<file path="config.mk">
export PLATFORM = sky130hd
export DESIGN_NAME = dac_spi_tx
export DESIGN_NICKNAME = d
export VERILOG_FILES = /design/src/rtl/dac_spi_tx.sv
export SDC_FILE = /design/constraint.sdc
export NUM_CORES = 1
export LEC_CHECK = 0
export BUFFER_PORTS_ARGS = -buffer_cell sky130_fd_sc_hd__buf_4
export CORE_MARGIN = 2
export CORE_UTILIZATION = 56
export DETAILED_ROUTE_END_ITERATION = 10
export GPL_TIMING_DRIVEN = 0
export PLACE_DENSITY = 0.83
export SLEW_MARGIN = 0
export SYNTH_ARGS = -nofsm -noshare
export SYNTH_HDL_FRONTEND = slang
export SYNTH_SLANG_ARGS = --single-unit
export TNS_END_PERCENT = 1
</file>
<file path="constraint.sdc">
create_clock -name clk -period 3 [get_ports clk]
set_clock_uncertainty 0.1 [all_clocks]
set_input_delay 0.6 -clock clk [delete_from_list [all_inputs] [get_ports clk]]
set_output_delay 0.6 -clock clk [all_outputs]
set_load 0.01 [all_outputs]
</file>
<file path="src/rtl/dac_spi_tx.sv">
// Serialises 9-bit sine samples into 16-bit {CMD, sample, 000} SPI frames for an external DAC.
// Frame cadence: accept, SETUP, 16 sclk periods, chip-select gap, then back to IDLE.
module dac_spi_tx #(
    parameter int unsigned CLK_DIV = 2,
    parameter int unsigned CS_GAP  = 2,
    parameter logic [3:0]  CMD     = 4'b0011
) (
    input  logic       clk,
    input  logic       rst,
    input  logic [8:0] sample_in,
    input  logic       sample_valid,
    output logic       sample_ready,
    output logic       dac_cs_n,
    output logic       dac_sclk,
    output logic       dac_mosi,
    output logic       busy,
    output logic [7:0] overrun_cnt
);

    typedef enum logic [1:0] {IDLE, SETUP, SHIFT, GAP} state_e;

    localparam logic [7:0] DIV_LOAD = 8'(CLK_DIV - 1);
    localparam logic [7:0] GAP_LOAD = 8'(CS_GAP - 1);

    state_e      state_q;
    logic [15:0] frame_q;
    logic [15:0] frame_d;
    logic [7:0]  div_q;
    logic [4:0]  half_q;
    logic [7:0]  overrun_q;
    logic [7:0]  overrun_d;
    logic        ready_q;
    logic        cs_n_q;
    logic        sclk_q;
    logic        mosi_q;
    logic        busy_q;

    always_comb begin
        frame_d   = {CMD, sample_in, 3'b000};
        overrun_d = overrun_q;
        if (sample_valid && !ready_q && overrun_q != 8'hFF) begin
            overrun_d = overrun_q + 8'd1;
        end
    end

    // NOTE: every register here updates with <= so all branches see pre-edge values.
    always_ff @(posedge clk or posedge rst) begin
        if (rst) begin
            state_q   <= IDLE;
            frame_q   <= '0;
            div_q     <= '0;
            half_q    <= '0;
            overrun_q <= '0;
            ready_q   <= 1'b0;
            cs_n_q    <= 1'b1;
            sclk_q    <= 1'b0;
            mosi_q    <= 1'b0;
            busy_q    <= 1'b0;
        end else begin
            overrun_q <= overrun_d;
            unique case (state_q)
                IDLE: begin
                    ready_q <= 1'b1;
                    if (sample_valid && ready_q) begin
                        frame_q <= frame_d;
                        mosi_q  <= frame_d[15];
                        cs_n_q  <= 1'b0;
                        ready_q <= 1'b0;
                        busy_q  <= 1'b1;
                        div_q   <= DIV_LOAD;
                        state_q <= SETUP;
                    end
                end
                SETUP: begin
                    if (div_q == 8'd0) begin
                        div_q   <= DIV_LOAD;
                        half_q  <= 5'd0;
                        state_q <= SHIFT;
                    end else begin
                        div_q <= div_q - 8'd1;
                    end
                end
                SHIFT: begin
                    if (div_q == 8'd0) begin
                        div_q  <= DIV_LOAD;
                        half_q <= half_q + 5'd1;
                        sclk_q <= ~sclk_q;
                        // Falling edge: advance data, or close the frame after the 32nd half-period.
                        if (sclk_q) begin
                            if (half_q == 5'd31) begin
                                cs_n_q  <= 1'b1;
                                mosi_q  <= 1'b0;
                                div_q   <= GAP_LOAD;
                                state_q <= GAP;
                            end else begin
                                mosi_q  <= frame_q[14];
                                frame_q <= {frame_q[14:0], 1'b0};
                            end
                        end
                    end else begin
                        div_q <= div_q - 8'd1;
                    end
                end
                GAP: begin
                    if (div_q == 8'd0) begin
                        busy_q  <= 1'b0;
                        ready_q <= 1'b1;
                        state_q <= IDLE;
                    end else begin
                        div_q <= div_q - 8'd1;
                    end
                end
                default: state_q <= IDLE;
            endcase
        end
    end

    assign sample_ready = ready_q;
    assign dac_cs_n     = cs_n_q;
    assign dac_sclk     = sclk_q;
    assign dac_mosi     = mosi_q;
    assign busy         = busy_q;
    assign overrun_cnt  = overrun_q;

endmodule

</file>
==> results.py <==
metrics = {
    "synthesis": {
        "synth_seq_cells": 40,
        "synth_cells": 190,
        "synthFlopType": "dfrtp_1",
        "synthSimpleGateAreaFrac": 0.1316,
        "synth_xor_area_frac": 0.04077,
        "async_reset_ff_frac": 1.000,
        "synth-compound-area-share": 0.1648,
        "ys_seq_area_frac": 0.4665,
        "ys_types": 52,
        "synthMuxAreaShare": 0.1037,
        "synth_edf_count": 0,
        "synth_top_family_by_area": "compound AO/OA/AOI/OAI gates",
        "synthAdderAreaFrac": 0.05824,
        "syn_area_mm2": 0.002148,
        "syn-num-nets": 212,
        "avgSynthCellArea_um2": 11.31,
        "yosysWarnings": 0,
    },
    "pwr": {
        "p_leak_uw": 0.001134,
        "comb_power_share": 0.509,
        "clockPowerShare": 0.133,
        "sequentialPowerShare": 0.359,
        "powerDensity_mw_per_mm2": 1051,
        "p_sw_uw": 1034,
        "ir_worst_vdd_mv": 0.6150,
        "swShare": 0.3975,
        "power_uw": 2600,
        "power.internal_uw": 1567,
    },
    "place": {
        "dp_hpwl_mm": 2.732,
        "pre_cts_slack_ps": 598.3,
        "portBuffers": 24,
        "gp_congestion": 0.7837,
    },
    "sta": {
        "rsz0062_at_grt": "no",
        "layout_setup_ws_ps": 617.5,
        "final_hold_viol_count": 0,
        "fin_setup_tns_ps": 0,
        "fin_crit_ps": 2382,
        "max_freq_mhz": 419.7,
        "tightest_slew_ps": 826.0,
        "slew_viol_final": 0,
        "relSlewSlack": 0.4494,
        "setup_viol_count_final": 0,
        "period_share": 0.7942,
    },
    "route": {
        "drc_errors": 0,
        "num_vias": 1575,
        "via_per_inst": 5.833,
        "firstDrtPassIters": 4,
        "drtIter0Drc": 98,
        "ant_nets": 0,
        "wirelength_mm": 3.979,
        "wl_per_cell_um": 14.74,
    },
    "die": {
        "start_util": 0.5868,
        "rows": 22,
        "fp.dieW_um": 65.94,
        "ios": 25,
        "core_area_mm2": 0.003661,
        "die-area_mm2": 0.004347,
        "die_h_um": 65.94,
    },
    "global_route": {
        "globalRouteOverflowTotal": 0,
        "antenna_found_initial": 0,
        "grt_max_degree": 41,
        "grt_pass1_wl_mm": 6.941,
        "grt_pass1_vias": 1540,
        "track_usage": 0.2093,
    },
    "cts": {
        "cts_root_buf": "clkbuf_8",
        "postCtsHoldBufs": 0,
        "clk_pin_slew_ps": 80,
        "htreeDepth": 2,
        "insertion_delay_ps": 290,
        "cts_tree": "done",
        "cts_setup_buffers": 0,
        "numCtsBuffers": 5,
        "clockBufferDepth": 2,
        "cts_sinks": 40,
        "cts_resized": 0,
    },
    "final_layout": {
        "diodes": 0,
        "nets": 243,
        "drive_above_1_share": 0.2748,
        "syn_to_final_growth_pct": 15.14,
    },
    "flow_run": {
        "maxCapViolations": 0,
    },
    "setup_path": {
        "cp-end-kind": "flip-flop",
        "arrival_ps": 2460,
        "crit_path_start_kind": "flip-flop",
        "path_class": "reg2reg",
        "max_stage_delay_ps": 420,
        "critPathBufInv": 2,
        "crit_chain": "inv_1, ha_1, a21bo_2, o211ai_1, a21o_1, buf_2, mux2_2",
        "required_ps": 3080,
        "slowest_stage": "dfrtp_1",
        "critical_path_peak_fanout": 10,
        "path_delay_family": "compound AO/OA/AOI/OAI gates",
    },
    "status": {
        "status": "completed",
    },
    "worst_hold_path": {
        "hold_path_class": "in2async",
    },
}
==> cells by family (layout without fill, tap and decap cells) <==
family,after synthesis,in the layout
fa+ha+maj,10,10
mux,20,20
flops,40,40
simple gates,45,45
xor+xnor,10,10
buf+inv,18,50
compound gates,47,47
==> area by class of cell <==
| type | instances | area (um2) |
|---|---|---|
| clock buffers | 6 | 72.57 |
| multi-input cells | 132 | 1072 |
| clock inverters | 2 | 12.51 |
| inverters | 12 | 45.04 |
| plain buffers | 6 | 28.78 |
| fillers | 280 | 1187 |
| well taps | 48 | 60.06 |
| flip-flops and latches | 40 | 1002 |
| repair buffers | 24 | 180.2 |
==> power by group through the flow <==
stage / Clock (uW) / Sequential [uW] / Combinational, uW
after floorplan: 0 / 926 / 988
after global placement: 0 / 930 / 1280
after detailed placement: 0 / 940 / 1310
after CTS: 357 / 932 / 1330
after global routing: 382 / 963 / 1470
final: 345 / 933 / 1320
==> worst reg2reg max path: cells and delay by family, from the launching register on <==
kind	cells	cell delay [ps]
AOI/OAI and AO/OA	3	760
buffers and inverters	2	360
adders and majority gates	1	280
muxes	1	360
DFF	1	420
==> registers in the layout, summed over array words and instances, names as in the netlist <==
name          cells
frame_q          12
div_q             8
overrun_cnt       8
half_q            5
state_q           2
busy              1
dac_cs_n          1
dac_mosi          1
dac_sclk          1
sample_ready      1
==> Yosys cell counts (4+ instances only) <==
master    n  area share
a21oi_1   6       0.014
or3_1     5       0.015
o21ai_0   6       0.014
xor2_1    5       0.020
dfrtp_1  39        0.45
ha_1     10       0.058
nand3_1   4      0.0093
nor2_1    8       0.014
a22oi_1   4       0.014
mux2_2   18       0.094
inv_1    12       0.021
nand2_1   5      0.0087
xnor2_1   5       0.020
==> metal layers <==
metal	track usage	wire length [um]
met1	0.2689	1915
met2	0.3497	1919
met3	0.05622	111
met4	0.05612	33
met5	0	0
==> through the flow <==
stage,hold slack [ps],area [um2],utilization,std cells
floorplan,350.7,2148,-,190
global placement,376.2,2389,0.6524,262
detailed placement,373.6,2389,0.6524,262
CTS,396.6,2474,0.6757,270
global route,411.5,2474,0.6757,270
finish,362.3,2474,0.6757,270
==> cell usage in the layout, fill, tap and decap left out, drive strengths merged, types with 3 or more instances in the layout <==
| cell | instances |
|---|---|
| nand3 | 4 |
| o2bb2ai | 3 |
| dfrtp | 39 |
| or3 | 5 |
| mux2 | 18 |
| a21oi | 6 |
| xor2 | 5 |
| nor3 | 4 |
| clkbuf | 9 |
| nand2b | 3 |
| a22oi | 4 |
| nor2 | 8 |
| nand4 | 3 |
| o211ai | 3 |
| nand2 | 6 |
| a22o | 3 |
| o21ai | 7 |
| xnor2 | 5 |
| inv | 12 |
| ha | 10 |
| buf | 27 |
==> final timing paths <==
check                      cells after the start       start  slack, ps             end
setup / recovery                               7  state_q[0]        620      frame_q[7]
hold / removal                                 2         rst        360  overrun_cnt[2]
setup reg to reg                               7  state_q[0]        620      frame_q[7]
hold reg to reg                                1  frame_q[3]        390      frame_q[3]
max in group asynchronous                      2         rst       1900        div_q[3]
min in group clk                               1  frame_q[3]        390      frame_q[3]
Note: power is estimated with default switching activity, not from simulation.
